### config.mk
export PLATFORM = sky130hd
export DESIGN_NAME = connect4_win_scanner_flat
export DESIGN_NICKNAME = d
export VERILOG_FILES = /design/src/rtl/connect4_win_scanner_if.sv /design/src/rtl/connect4_win_scanner.sv /design/src/flat_wrapper.sv
export SDC_FILE = /design/constraint.sdc
export NUM_CORES = 1
export LEC_CHECK = 0
export ABC_AREA = 1
export CAP_MARGIN = 20
export CORE_UTILIZATION = 55
export DETAILED_ROUTE_END_ITERATION = 10
export MAX_ROUTING_LAYER = met4
export PLACE_DENSITY = 0.89
export SYNTH_ARGS = -nofsm -noshare
export SYNTH_HDL_FRONTEND = slang
export SYNTH_SLANG_ARGS = --single-unit
### constraint.sdc
create_clock -name CLOCK_50 -period 4.6 [get_ports CLOCK_50]
set_clock_uncertainty 0.15 [all_clocks]
set_input_delay 0.46 -clock CLOCK_50 [delete_from_list [all_inputs] [get_ports CLOCK_50]]
set_output_delay 0.46 -clock CLOCK_50 [all_outputs]
set_load 0.02 [all_outputs]
### src/rtl/connect4_win_scanner_if.sv
// Interface for the Connect 4 win scanner.
// It carries the start/busy/done handshake and the result fields to the game FSM.
// It also carries the combinational board read port (rd_addr out, rd_data back).
//   master : game FSM plus board store side. Drives start, player and rd_data.
//   slave  : scanner side. Drives rd_addr, busy, done, win, win_anchor and win_dir.
interface connect4_win_scanner_if #(
  parameter int unsigned ADDR_W = 6
);
  logic              start;
  logic [1:0]        player;
  logic [ADDR_W-1:0] rd_addr;
  logic [1:0]        rd_data;
  logic              busy;
  logic              done;
  logic              win;
  logic [ADDR_W-1:0] win_anchor;
  logic [1:0]        win_dir;

  modport master (
    output start, player, rd_data,
    input  rd_addr, busy, done, win, win_anchor, win_dir
  );

  modport slave (
    input  start, player, rd_data,
    output rd_addr, busy, done, win, win_anchor, win_dir
  );
endinterface

### src/rtl/connect4_win_scanner.sv
// Sequential four-in-a-row detector for a ROWS x COLS Connect 4 board.
// Board index = row*COLS + col, and row 0 is the top row.
// One combo is an anchor (r,c) plus a direction d. The scanner evaluates combos in order r, c, d.
// It steps k over the four cells of a valid combo and exits early on the first complete line.
// Ports:
//   CLOCK_50     : clock, rising edge
//   Resetn       : asynchronous active-low reset
//   bus.start    : scan request, accepted only in idle
//   bus.player   : cell code to look for (01/10), latched on accept
//   bus.rd_addr  : board read address (0 outside scan or on invalid combos)
//   bus.rd_data  : board cell at rd_addr, same-cycle
//   bus.busy     : high while scanning and during the done cycle
//   bus.done     : one-cycle result-valid pulse
//   bus.win      : line found
//   bus.win_anchor : first cell of the line
//   bus.win_dir    : 0 right, 1 down, 2 down-right, 3 down-left
module connect4_win_scanner #(
  parameter int unsigned ROWS   = 6,
  parameter int unsigned COLS   = 7,
  parameter int unsigned ADDR_W = 6
) (
  input  logic                   CLOCK_50,
  input  logic                   Resetn,
  connect4_win_scanner_if.slave  bus
);

  localparam int unsigned RowW = (ROWS > 1) ? $clog2(ROWS) : 1;
  localparam int unsigned ColW = (COLS > 1) ? $clog2(COLS) : 1;

  typedef enum logic [1:0] {StIdle, StScan, StDone} state_e;

  state_e            state_q;
  logic [RowW-1:0]   r_q;
  logic [ColW-1:0]   c_q;
  logic [1:0]        d_q;
  logic [1:0]        k_q;
  logic [1:0]        player_q;
  logic              done_q;
  logic              win_q;
  logic [ADDR_W-1:0] anchor_q;
  logic [1:0]        dir_q;

  // Combo evaluation. This logic is purely combinational from the scan registers.
  logic [31:0]       row_a, col_a, kk, row_c, col_c;
  logic              combo_valid;
  logic              match;
  logic              last_combo;
  logic [ADDR_W-1:0] cell_addr;
  logic [ADDR_W-1:0] anchor_addr;

  always_comb begin
    row_a       = 32'(r_q);
    col_a       = 32'(c_q);
    kk          = 32'(k_q);
    row_c       = row_a;
    col_c       = col_a;
    combo_valid = 1'b0;
    unique case (d_q)
      2'd0: begin
        combo_valid = (col_a <= COLS - 32'd4);
        col_c       = col_a + kk;
      end
      2'd1: begin
        combo_valid = (row_a <= ROWS - 32'd4);
        row_c       = row_a + kk;
      end
      2'd2: begin
        combo_valid = (col_a <= COLS - 32'd4) && (row_a <= ROWS - 32'd4);
        row_c       = row_a + kk;
        col_c       = col_a + kk;
      end
      default: begin
        // col_c may wrap when the combo is invalid. That is harmless because the address is masked.
        combo_valid = (col_a >= 32'd3) && (row_a <= ROWS - 32'd4);
        row_c       = row_a + kk;
        col_c       = col_a - kk;
      end
    endcase
    cell_addr   = ADDR_W'(row_c * COLS + col_c);
    anchor_addr = ADDR_W'(row_a * COLS + col_a);
    // player_q is only ever 01/10 in scan, so a cell value of 11 can never match.
    match       = combo_valid && (bus.rd_data == player_q);
    last_combo  = (r_q == RowW'(ROWS - 1)) && (c_q == ColW'(COLS - 1)) && (d_q == 2'd3);
  end

  assign bus.rd_addr    = ((state_q == StScan) && combo_valid) ? cell_addr : '0;
  assign bus.busy       = (state_q != StIdle);
  assign bus.done       = done_q;
  assign bus.win        = win_q;
  assign bus.win_anchor = anchor_q;
  assign bus.win_dir    = dir_q;

  always_ff @(posedge CLOCK_50 or negedge Resetn) begin
    if (!Resetn) begin
      state_q  <= StIdle;
      r_q      <= '0;
      c_q      <= '0;
      d_q      <= '0;
      k_q      <= '0;
      player_q <= '0;
      done_q   <= 1'b0;
      win_q    <= 1'b0;
      anchor_q <= '0;
      dir_q    <= '0;
    end else begin
      done_q <= 1'b0;
      unique case (state_q)
        StIdle: begin
          if (bus.start) begin
            player_q <= bus.player;
            r_q      <= '0;
            c_q      <= '0;
            d_q      <= '0;
            k_q      <= '0;
            win_q    <= 1'b0;
            anchor_q <= '0;
            dir_q    <= '0;
            if ((bus.player == 2'b01) || (bus.player == 2'b10)) begin
              state_q <= StScan;
            end else begin
              // Nothing can match an empty or invalid code, so report no-win immediately.
              state_q <= StDone;
              done_q  <= 1'b1;
            end
          end
        end
        StScan: begin
          if (match && (k_q == 2'd3)) begin
            win_q    <= 1'b1;
            anchor_q <= anchor_addr;
            dir_q    <= d_q;
            k_q      <= '0;
            state_q  <= StDone;
            done_q   <= 1'b1;
          end else if (match) begin
            k_q <= k_q + 2'd1;
          end else begin
            // Advance the combo. d is the fastest index, then c, then r.
            k_q <= '0;
            if (last_combo) begin
              r_q     <= '0;
              c_q     <= '0;
              d_q     <= '0;
              state_q <= StDone;
              done_q  <= 1'b1;
            end else if (d_q != 2'd3) begin
              d_q <= d_q + 2'd1;
            end else begin
              d_q <= '0;
              if (c_q != ColW'(COLS - 1)) begin
                c_q <= c_q + ColW'(1);
              end else begin
                c_q <= '0;
                r_q <= r_q + RowW'(1);
              end
            end
          end
        end
        StDone: begin
          state_q <= StIdle;
        end
        default: begin
          state_q <= StIdle;
        end
      endcase
    end
  end

endmodule

### src/flat_wrapper.sv
// flat-port wrapper written by rule: the top's interface ports become plain ports
module connect4_win_scanner_flat 
#(
  parameter int unsigned ROWS   = 6,
  parameter int unsigned COLS   = 7,
  parameter int unsigned ADDR_W = 6
)
  (CLOCK_50, Resetn, bus_start, bus_player, bus_rd_data, bus_rd_addr, bus_busy, bus_done, bus_win, bus_win_anchor, bus_win_dir);
  connect4_win_scanner_if #(.ADDR_W(ADDR_W)) bus_i ();
  input  logic CLOCK_50;
  input  logic Resetn;
  input wire logic [$bits(bus_i.start)-1:0] bus_start;
  input wire logic [$bits(bus_i.player)-1:0] bus_player;
  input wire logic [$bits(bus_i.rd_data)-1:0] bus_rd_data;
  output wire logic [$bits(bus_i.rd_addr)-1:0] bus_rd_addr;
  output wire logic [$bits(bus_i.busy)-1:0] bus_busy;
  output wire logic [$bits(bus_i.done)-1:0] bus_done;
  output wire logic [$bits(bus_i.win)-1:0] bus_win;
  output wire logic [$bits(bus_i.win_anchor)-1:0] bus_win_anchor;
  output wire logic [$bits(bus_i.win_dir)-1:0] bus_win_dir;
  assign bus_i.start = bus_start;
  assign bus_i.player = bus_player;
  assign bus_i.rd_data = bus_rd_data;
  assign bus_rd_addr = bus_i.rd_addr;
  assign bus_busy = bus_i.busy;
  assign bus_done = bus_i.done;
  assign bus_win = bus_i.win;
  assign bus_win_anchor = bus_i.win_anchor;
  assign bus_win_dir = bus_i.win_dir;
  connect4_win_scanner #(.ROWS(ROWS), .COLS(COLS), .ADDR_W(ADDR_W)) u_core (.CLOCK_50(CLOCK_50), .Resetn(Resetn), .bus(bus_i));
endmodule
==> After elaboration in Yosys (flattened, before gate mapping) <==
Index checks and enable logic that the tools add are counted.
{ "totals": {"register_bits": 24, "latchBits": 0, "ramBits": 0, "mem_bits_ro": 0, "in_bits": 7, "output_inout_bits": 17, "wordCells": 110, "memories": 0} }
{ "op_classes": {"add_sub_neg": 9, "mul": 2, "div_mod_pow": 0, "magnitude_cmp": 3, "n_eq_ne": 20, "shifts": 0, "n_mux": 46, "bitwise": 0, "n_reduce_logical": 20} }
{ "ops": {"columns": ["operator", "count"], "rows": [
  ["$mux W3", 11],
  ["$mul A32 B3 Y6 const B", 1],
  ["$mux W32", 1],
  ["$mux W2", 13],
  ["$pmux W6 S2", 2],
  ["$mux W6", 3],
  ["$pmux W2 S2", 4],
  ["$pmux W3 S2", 2],
  ["$ne A2 B2 Y1 const B", 5],
  ["$ne A3 B2 Y1 const B", 3],
  ["$add A3 B2 Y4", 2],
  ["$eq A2 B2 Y1 const B", 4],
  ["$logic_and A1 B1 Y1", 7],
  ["$mux W1", 7],
  ["$add A3 B1 Y3 const B", 2],
  ["$add A6 B3 Y6", 1],
  ["$add A6 B6 Y6", 1],
  ["$eq A2 B1 Y1 const B", 3],
  ["$eq A3 B3 Y1 const B", 2],
  ["$le A3 B2 Y1 const B", 2],
  ["$mul A3 B3 Y6 const B", 1],
  ["$ne A3 B3 Y1 const B", 2],
  ["$reduce_and A3 Y1", 2],
  ["$reduce_and A6 Y1", 1],
  ["13 further kinds", 18]
]} }

==> Longest topological paths before layout <==
Gate-level depths: netlist of run 1.
{ "depth": {"depth_word": 7, "ltp_mapped": 19, "depth_no_buf": 19} }

==> Least setup slack after synthesis of run 1 <==
Ideal clock, no wire load.
{ "synth_timing": {"path_kind": "flip-flop to output port", "from": "reg u_core.r_q[0]", "to": "out bus_rd_addr[5]", "t_arrival_ns": 3.667, "t_required_ns": 3.990, "path_slack_ns": 0.323, "stages_incl_launch_ff": 16, "n_path_buf": 0, "path_cell_list": "dfrtp_1 -> ha_1 -> inv_1 -> fa_1 -> nor2_1 -> xor2_1 -> inv_1 -> fa_1 -> inv_1 -> fa_1 -> fa_1 -> nand2_1 -> nand2_1 -> a21oi_1 -> xnor2_1 -> nor2_1"} }
{ "synth_between": {"elab_chain_cells": 5, "word_cells_on_any_way": 10, "classes_between": "2 x add/sub; 1 x mul; 1 x order compare; 3 x mux; 3 x reduce/logical"} }
{ "synth_lines": {"columns": ["item", "line", "text"], "rows": [
  ["from (decl)", "connect4_win_scanner.sv:33", "logic [RowW-1:0] r_q;"],
  ["from (signal assigned)", "connect4_win_scanner.sv:154", "r_q <= r_q + RowW'(1);"],
  ["$add A3 B2 Y4 / $le A3 B2 Y1 (equally long branches)", null, null],
  ["$mux W32, or another cell as far along", null, null],
  ["$mul A32 B3 Y6 / $pmux W1 S3 (equally long branches)", "connect4_win_scanner.sv:79, connect4_win_scanner.sv:58", null],
  ["$add A6 B6 Y6 / $logic_and A1 B1 Y1 (equally long branches)", "connect4_win_scanner.sv:79, connect4_win_scanner.sv:86", null],
  ["$mux W6 (*)", "connect4_win_scanner.sv:86", "assign bus.rd_addr = ((state_q == StScan) && combo_valid) ? cell_addr : '0;"],
  ["to (decl)", "flat_wrapper.sv:15", "output wire logic [$bits(bus_i.rd_addr)-1:0] bus_rd_addr;"]
]} }
Every way passes the cells marked *; elsewhere a longest branch is shown, timed or not.

==> Worst setup path after layout of run 1 <==
{ "layout_timing": {"from": "reg u_core.k_q[0]", "to": "out bus_rd_addr[5]"} }
{ "layout_between": {"elab_chain_cells": 5, "word_cells_on_any_way": 8, "classes_between": "4 x add/sub; 1 x mul; 3 x mux"} }
{ "layout_lines": {"columns": ["item", "line", "text"], "rows": [
  ["from (decl)", "connect4_win_scanner.sv:36", "logic [1:0] k_q;"],
  ["from (signal assigned)", "connect4_win_scanner.sv:136", "k_q <= k_q + 2'd1;"],
  ["$add A3 B2 Y4", "connect4_win_scanner.sv:65, connect4_win_scanner.sv:69, connect4_win_scanner.sv:75", null],
  ["$mux W32", null, null],
  ["$mul A32 B3 Y6", "connect4_win_scanner.sv:79", "cell_addr = ADDR_W'(row_c * COLS + col_c);"],
  ["$add A6 B6 Y6 (*)", "connect4_win_scanner.sv:79", null],
  ["$mux W6 (*)", "connect4_win_scanner.sv:86", null]
]} }
Marks and branches as above.

==> results of run 1 <==
==> through the flow <==
step                cell area (um2)  TNS [ns]
floorplan                      2331         0
global placement               2669         0
detailed placement             2669   -0.1419
CTS                            2736         0
global route                   2793         0
finish                         2793         0
==> logic make-up (layout without fill, tap and decap cells) <==
group	Yosys count	after routing	synth area share (%)
AND/OR/NAND/NOR	127	127	25.18
buffers and inverters	51	86	9.018
adder cells (fa/ha/maj)	46	46	28.56
AO/OA/AOI/OAI	28	28	7.354
flip-flops	24	24	25.77
XOR/XNOR	11	11	4.133
==> where the power goes <==
group	switching, W	internal [W]	total, W
registers	0.0000379	0.000259	0.000297
clock network	0.0000788	0.000117	0.000196
logic	0.000709	0.000435	0.00114
total	0.000826	0.000811	0.00164
==> worst max path at each step <==
stage	startpoint	end	slack [ns]	cells past startpoint
floorplan	u_core.r_q[0]	bus_rd_addr[5]	0.32	15
global placement	u_core.k_q[0]	bus_rd_addr[5]	0.05	16
detailed placement	u_core.k_q[0]	bus_rd_addr[5]	-0.14	16
CTS	u_core.k_q[0]	bus_rd_addr[5]	0.005	16
global route	u_core.r_q[0]	bus_rd_addr[5]	0.0002	21
finish	u_core.k_q[0]	bus_rd_addr[5]	0.18	16
==> layout make-up <==
| type | instances | area (um2) |
|---|---|---|
| Inverter | 48 | 187.7 |
| Clock inverter | 1 | 30.03 |
| Fill cell | 306 | 1236 |
| Clock buffer | 3 | 41.29 |
| Tap cell | 50 | 62.56 |
| Timing Repair Buffer | 34 | 320.3 |
| Sequential cell | 24 | 600.6 |
| Multi-Input combinational cell | 212 | 1550 |
==> metal layers <==
| layer | share of wire (%) | GRT usage, % | routed length (um) |
|---|---|---|---|
| met5 | 0 | - | 0 |
| met4 | 2.4 | 10.90 | 119 |
| met1 | 43 | 27.96 | 2146 |
| met3 | 3.1 | 4.110 | 155 |
| met2 | 52 | 43.88 | 2593 |
==> what timing repair did <==
item | CTS | global route
setup endpoints to repair | 4 | 4
pin swaps | 1 | 3
buffers inserted | 0 | 1
resized for setup | 9 | 10
==> Yosys cell counts (4+ instances only) <==
| library cell | number |
|---|---|
| sky130_fd_sc_hd__a21oi_1 | 9 |
| sky130_fd_sc_hd__o21ai_0 | 7 |
| sky130_fd_sc_hd__nand2_1 | 66 |
| sky130_fd_sc_hd__fa_1 | 12 |
| sky130_fd_sc_hd__inv_1 | 46 |
| sky130_fd_sc_hd__nand3_1 | 18 |
| sky130_fd_sc_hd__xnor2_1 | 6 |
| sky130_fd_sc_hd__nand2_2 | 4 |
| sky130_fd_sc_hd__nor2_1 | 24 |
| sky130_fd_sc_hd__dfrtp_1 | 24 |
| sky130_fd_sc_hd__xor2_1 | 5 |
| sky130_fd_sc_hd__ha_1 | 34 |
| sky130_fd_sc_hd__nand4_1 | 6 |
| sky130_fd_sc_hd__o21ai_1 | 4 |
==> sequential cells by signal, indices dropped and copies added, names as in the netlist <==
signal,cells
u_core.bus.done,1
u_core.bus.win,1
u_core.bus.win_anchor,6
u_core.bus.win_dir,2
u_core.c_q,3
u_core.d_q,2
u_core.k_q,2
u_core.player_q,2
u_core.r_q,3
u_core.state_q,2
==> results.toml, run 1 <==
[run_status]
outcome = "finished clean"

[placement]
port_buffers = 23
gp_routability_congestion = 0.9667
final_hpwl_dp_um = 3772
place_inst = 366
place_worst_setup_slack_ns = -0.1419

[yosys]
synth-edff-count = 0
ys_dominant_reg_cell = "sky130_fd_sc_hd__dfrtp_1"
post-synth-top-area-fraction_pct = 25.76
yosysSeqAreaShare_pct = 25.76
mappedNetlistNets = 340
gate_count_after_technology_mapping = 287
postSynth.asyncResetShare_pct = 100.0
synthesis.area_um2 = 2331
yosys_warnings = 0
yosys.cell_types.count = 36
yosys-top-cells-area = "sky130_fd_sc_hd__dfrtp_1 (26%), sky130_fd_sc_hd__ha_1 (18%), sky130_fd_sc_hd__nand2_1 (11%), sky130_fd_sc_hd__fa_1 (10%), sky130_fd_sc_hd__inv_1 (7.4%)"
synth_area_leader_cell = "sky130_fd_sc_hd__dfrtp_1"
synth.avg_cell_area_um2 = 8.122
yosys_register_bits = 24

[clocking]
cts_htree_levels = 1
clock_latency_ns = 0.28
clkTransAtPathRegs_ns = 0.10
holdBufCountCts = 0
cts_root_buf = "sky130_fd_sc_hd__clkbuf_8"
tritoncts = "built"
cts_inserted_buffers = 3
clock_sink_total = 24
clk_path_buf_depth = 2

[floorplan]
design.die.area_um2 = 4502
die_w_um = 67.10
rows = 23
starting_utilization_of_the_core_area_pct = 57.86
floorplan.die.height_um = 67.10
coreArea_um2 = 4029
top_level_ports = 24

[hold_path]
classification_of_the_worst_slack_hold_path = "input port to asynchronous set/reset pin"

[final_layout]
postLayoutCoreUtil_pct = 69.32
nNetsFinal = 376
area_growth_syn_to_layout_pct = 19.81
drive_above_1_share_pct = 12.11
layout.cells.most_common_list = "sky130_fd_sc_hd__nand2_1 (66), sky130_fd_sc_hd__inv_1 (46), sky130_fd_sc_hd__ha_1 (33)"
final_cell_count_no_fill = 372
mostFrequentLayoutCell = "sky130_fd_sc_hd__nand2_1"
diodes = 0

[critical_path]
worstPathBufferInverterCount = 4
path_delay_family = "adder cells"
reg2regPathDepth = 10
worst_path_most_repeated_cell = "sky130_fd_sc_hd__inv_1"
timing.critical_path.from_type = "register"
ff2ff_setup_slack_ns = 1.67
max_fo_critical_path = 3
criticalPathCategory = "register to output pin"
timing.rr.end = "u_core.bus.win_anchor[5]"
r2r-start = "u_core.r_q[2]"
crit_path_cell_trace = "ha_1 -> inv_1 -> fa_2 -> nor2_4 -> xor2_2 -> inv_1 -> fa_1 -> inv_1 -> fa_1 -> fa_2 -> nand2_1 -> nand2_1 -> a21oi_2 -> xnor2_1 -> nor2_1 -> buf_4"
timing.critical_path.arrival_ns = 3.81
cp_data_required_time_ns = 3.99
crit_path_max_incr_delay_ns = 0.53
slowest_cell_on_crit_path = "sky130_fd_sc_hd__fa_1"
critPathCaptureType = "output pin"

[grt]
first_global_vias = 1929
overall_fraction_of_global_route_tracks_in_use_pct = 25.13
globalRoute.totalOverflow = 0
antenna_violations_before_repair = 0
largest_net_degree_at_the_start_of_global_routing = 25
first_pass_grt_wire_length_um = 8217

[routing]
drt_pre_antenna_iters = 4
drt_iter0_drc = 66
wirelength_um = 5015
wl_per_cell_um = 13.48
detail_route.drc_violations = 0
dr_total_vias = 1947
ant_nets = 0
route.detailed.vias_per_inst = 5.234

[timing]
max_slew.worst_pin.slew_ns = 0.9183
min_period_over_period_pct = 96.10
hold_ws_ns = 0.2319
finalHoldViolations = 0
achievable-frequency_mhz = 226.2
tightest_slew_margin_relative_to_the_limit_pct = 38.56
slew_viol_final = 0
fin_ws_ns = 0.1795
rsz0062_at_grt = "false"
setup_viol = 0
final.min_clock_period_ns = 4.420

[pwr]
totalPowerFinal_w = 0.001636
power_density_nw_per_um2 = 585.9
worst_ir_drop_on_vdd_v = 0.0002895
power_leakage_nw = 1.517

[job]
max_cap_viol_count = 0
(Power assumes the default switching activity.)
==> run 2, diff against run 1 <==
Settings changed: SETUP_SLACK_MARGIN set to 0.3.
==> results.toml, run 2 (synthesis results as in run 1) <==
[run_status]
outcome = "finished clean"

[timing]
rsz0062_at_grt = "true"
min_period_over_period_pct = 95.28
final.min_clock_period_ns = 4.383
setup_viol = 0
fin_ws_ns = 0.2173
max_slew.worst_pin.slew_ns = 0.9184
finalHoldViolations = 0
hold_ws_ns = 0.2351
tightest_slew_margin_relative_to_the_limit_pct = 38.55
achievable-frequency_mhz = 228.2
slew_viol_final = 0

[routing]
drt_iter0_drc = 90
ant_nets = 0
route.detailed.vias_per_inst = 5.340
highest_layer_used_for_signal_routing = "met4"
met3WireLength_um = 249
drt_pre_antenna_iters = 4
detail_route.drc_violations = 0
wl_per_cell_um = 14.74
met2RoutedLength_um = 2883
m1WireLength_um = 2263
wirelength_um = 5558
dr_total_vias = 2013

[placement]
port_buffers = 23
final_hpwl_dp_um = 3772
gp_routability_congestion = 0.9667
place_worst_setup_slack_ns = -0.1419
detailed_place.area_um2 = 2669

[pwr]
totalPowerFinal_w = 0.001736
power_leakage_nw = 1.542
power_density_nw_per_um2 = 602.8
worst_ir_drop_on_vdd_v = 0.0002915

[grt]
largest_net_degree_at_the_start_of_global_routing = 25
antenna_violations_before_repair = 0
globalRoute.totalOverflow = 0
overall_fraction_of_global_route_tracks_in_use_pct = 25.72
first_global_vias = 1961
first_pass_grt_wire_length_um = 8418

[critical_path]
crit_end = "bus_rd_addr[5]"
timing.critical_path.arrival_ns = 3.77
max_fo_critical_path = 3
ff2ff_setup_slack_ns = 1.43
cp_data_required_time_ns = 3.99
r2r-start = "u_core.r_q[0]"
crit_path_cell_trace = "ha_2 -> inv_2 -> fa_2 -> nor2_4 -> xor2_2 -> inv_1 -> fa_1 -> inv_1 -> fa_1 -> fa_2 -> nand2_1 -> nand2_1 -> a21oi_2 -> xnor2_1 -> nor2_1 -> buf_4"
crit_start = "u_core.k_q[0]"
critPathCaptureType = "output pin"
critical_path_cell_count = 16
slowest_cell_on_crit_path = "sky130_fd_sc_hd__fa_1"
path_delay_family = "adder cells"
worstPathBufferInverterCount = 4
timing.critical_path.from_type = "register"
timing.rr.end = "u_core.bus.win_anchor[5]"
crit_path_max_incr_delay_ns = 0.50
criticalPathCategory = "register to output pin"
reg2regPathDepth = 12

[hold_path]
classification_of_the_worst_slack_hold_path = "input port to asynchronous set/reset pin"

[floorplan]
starting_utilization_of_the_core_area_pct = 57.86
die_w_um = 67.10
top_level_ports = 24
design.die.area_um2 = 4502
coreArea_um2 = 4029
rows = 23
floorplan.die.height_um = 67.10

[clocking]
holdBufCountCts = 0
cts_htree_levels = 1
tritoncts = "built"
cts_root_buf = "sky130_fd_sc_hd__clkbuf_8"
cts_inserted_buffers = 3
clock_latency_ns = 0.28
clkTransAtPathRegs_ns = 0.09
clk_path_buf_depth = 2
clock_sink_total = 24

[final_layout]
area_growth_syn_to_layout_pct = 23.56
finish.instance_area_um2 = 2880
nNetsFinal = 381
mostFrequentLayoutCell = "sky130_fd_sc_hd__nand2_1"
layout.cells.most_common_list = "sky130_fd_sc_hd__nand2_1 (63), sky130_fd_sc_hd__inv_1 (41), sky130_fd_sc_hd__ha_1 (30)"
postLayoutCoreUtil_pct = 71.49
largest_register_ff_count = 6
drive_above_1_share_pct = 18.04
diodes = 0

[job]
max_cap_viol_count = 0
[run 2: area by class of cell]
type                    count  area, um2
flip-flops and latches     24      600.6
repair buffers             39      359.1
inverters                  48      187.7
well taps                  50      62.56
multi-input cells         212       1599
clock buffers               3      41.29
clock inverters             1      30.03
fillers                   288       1149
[run 2: report_power, final]
part	total, W	switching, W	internal (W)
sequential	0.000298	0.0000388	0.000259
combinational	0.00124	0.000762	0.000481
clock	0.000194	0.0000775	0.000117
total	0.00174	0.000879	0.000857
[run 2: routing by layer]
layer | up-vias | global-route usage, %
met5 | - | -
met4 | 0 | 12.23
met3 | 16 | 4.110
met2 | 53 | 44.13
met1 | 954 | 28.89
li1 | 990 | -
[run 2: worst min-delay path by stage]
stage / slack [ns] / cells past startpoint / to / start
floorplan: 0.01 / 0 / u_core.bus.done / Resetn
global placement: 0.32 / 2 / u_core.bus.win / u_core.bus.win
detailed placement: 0.32 / 2 / u_core.bus.win / u_core.bus.win
CTS: 0.35 / 2 / u_core.bus.win / u_core.bus.win
global route: 0.25 / 1 / u_core.c_q[2] / Resetn
finish: 0.24 / 1 / u_core.c_q[2] / Resetn
[run 2: through the flow]
stage	cells	TNS, ns
floorplan	287	0
detailed placement	366	-0.1419
CTS	373	0
finish	377	0
global placement	366	0
global route	377	0
[run 2: what timing repair did]
item | CTS | global route
pin swaps | 11 | 16
resized for setup | 23 | 21
endpoints found under the setup margin | 4 | 4
hold endpoints to repair | 0 | 0
buffers inserted | 3 | 3
==> run 3, diff against run 2 <==
Settings changed: CORE_MARGIN set to 2.
Clock period 4.6 ns to 4.5 ns, I/O delays scaled along.
==> results.toml, run 3 (synthesis results as in run 1) <==
[clocking]
holdBufCountCts = 0
clk_path_buf_depth = 2
clock_sink_total = 24
clock_latency_ns = 0.26
clkTransAtPathRegs_ns = 0.08
cts_htree_levels = 1
cts_inserted_buffers = 3
cts_root_buf = "sky130_fd_sc_hd__clkbuf_8"
tritoncts = "built"

[timing]
timing.setup.tns_ns = 0
slew_viol_final = 0
final.min_clock_period_ns = 4.231
setup_viol = 0
hold_ws_ns = 0.2579
min_period_over_period_pct = 94.01
rsz0062_at_grt = "true"
max_slew.worst_pin.slew_ns = 0.9134
tightest_slew_margin_relative_to_the_limit_pct = 38.88
achievable-frequency_mhz = 236.4
finalHoldViolations = 0

[floorplan]
floorplan.die.height_um = 69.10
starting_utilization_of_the_core_area_pct = 57.86
coreArea_um2 = 4029
die_w_um = 69.10
top_level_ports = 24
rows = 23
design.die.area_um2 = 4775

[critical_path]
timing.critical_path.from_type = "register"
timing.critical_path.arrival_ns = 3.63
critPathCaptureType = "output pin"
crit_path_max_incr_delay_ns = 0.47
criticalPathCategory = "register to output pin"
slowest_cell_on_crit_path = "sky130_fd_sc_hd__fa_2"
max_fo_critical_path = 5
cp_data_required_time_ns = 3.90
path_delay_family = "adder cells"
worstPathBufferInverterCount = 3
crit_path_cell_trace = "buf_4 -> buf_4 -> ha_2 -> fa_1 -> or2_2 -> a32oi_2 -> a21oi_2 -> fa_2 -> fa_2 -> nand2_2 -> nand2_2 -> a21oi_4 -> xnor2_2 -> nor2_2 -> buf_6"

[routing]
wl_per_cell_um = 14.08
detail_route.drc_violations = 0
drt_iter0_drc = 137
wirelength_um = 5295
ant_nets = 0
dr_total_vias = 1988
drt_pre_antenna_iters = 4
route.detailed.vias_per_inst = 5.287

[pwr]
power_leakage_nw = 1.551
power_density_nw_per_um2 = 643.2
worst_ir_drop_on_vdd_v = 0.0003524

[final_layout]
final_cell_count_no_fill = 376
mostFrequentLayoutCell = "sky130_fd_sc_hd__nand2_1"
area_growth_syn_to_layout_pct = 25.50
largest_register_ff_count = 6
nNetsFinal = 380
layout.cells.most_common_list = "sky130_fd_sc_hd__nand2_1 (61), sky130_fd_sc_hd__inv_1 (40), sky130_fd_sc_hd__ha_1 (28)"
num-fill-cells = 270
postLayoutCoreUtil_pct = 72.61
drive_above_1_share_pct = 20.86
multi_input_comb_area_um2 = 1664
sequential_cell_area_um2 = 600.6
diodes = 0

[placement]
place_inst = 368
final_hpwl_dp_um = 3776
port_buffers = 23
gp_routability_congestion = 0.9594

[grt]
overall_fraction_of_global_route_tracks_in_use_pct = 22.33
antenna_violations_before_repair = 0
first_global_vias = 1993
first_pass_grt_wire_length_um = 8597
largest_net_degree_at_the_start_of_global_routing = 25
globalRoute.totalOverflow = 0

[hold_path]
classification_of_the_worst_slack_hold_path = "input port to asynchronous set/reset pin"

[run_status]
outcome = "finished clean"

[job]
max_cap_viol_count = 0
## run 3: changes by cell type in the layout (fill, tap and decap cells not counted), moves of 2 or more
cell	previous run	this run
sky130_fd_sc_hd__nand2_1	63	61
sky130_fd_sc_hd__ha_1	30	28
sky130_fd_sc_hd__nor2_2	1	3
sky130_fd_sc_hd__buf_4	17	15
## run 3: layout make-up
class	count	area share (%)
Clock buffer	3	1.411
Clock inverter	1	1.027
Inverter	48	6.416
Multi-Input combinational cell	212	56.89
Sequential cell	24	20.53
Tap cell	50	2.139
Timing Repair Buffer	38	11.59
## run 3: routing by layer
metal / global-route usage, % / share of wire, % / vias up
li1: - / - / 990
met1: 26.76 / 42 / 938
met2: 39.85 / 52 / 52
met3: 3.509 / 4.8 / 8
met4: 4.357 / 1.4 / 0
met5: - / 0 / -
## run 3: report_power, final
group	switching [W]	internal, W
Clock	0.0000681	0.000119
Combinational	0.000838	0.000547
Sequential	0.0000443	0.000265
Total	0.000951	0.000931
## run 3: worst paths after layout
| path | to | from | slack, ns | cells after the start |
|---|---|---|---|---|
| worst max-delay path | bus_rd_addr[5] | u_core.k_q[0] | 0.27 | 15 |
| max in group asynchronous | u_core.bus.win_dir[0] | Resetn | 3.52 | 2 |
| worst max register to register | u_core.bus.win_anchor[5] | u_core.r_q[0] | 1.58 | 10 |
| min in group CLOCK_50 | u_core.bus.win | u_core.bus.win | 0.35 | 2 |
| worst min-delay path | u_core.c_q[1] | Resetn | 0.26 | 1 |
| worst min register to register | u_core.bus.win | u_core.bus.win | 0.35 | 2 |
## run 3: per-stage QoR
stage | setup slack (ns) | instance area, um2 | total power [W]
2_1_floorplan | 0.3111 | 2338 | 0.001142
3_3_place_gp | 0.004801 | 2691 | 0.001408
3_5_place_dp | -0.08577 | 2691 | 0.001466
4_1_cts | 0.2974 | 2806 | 0.001719
5_1_grt | 0.1031 | 2925 | 0.002053
6_report | 0.2694 | 2925 | 0.001882
## run 3: what timing repair did
item,4_1_cts,5_1_grt
resized for setup,30,24
pin swaps,13,14
buffers inserted,0,3
endpoints found under the setup margin,4,4
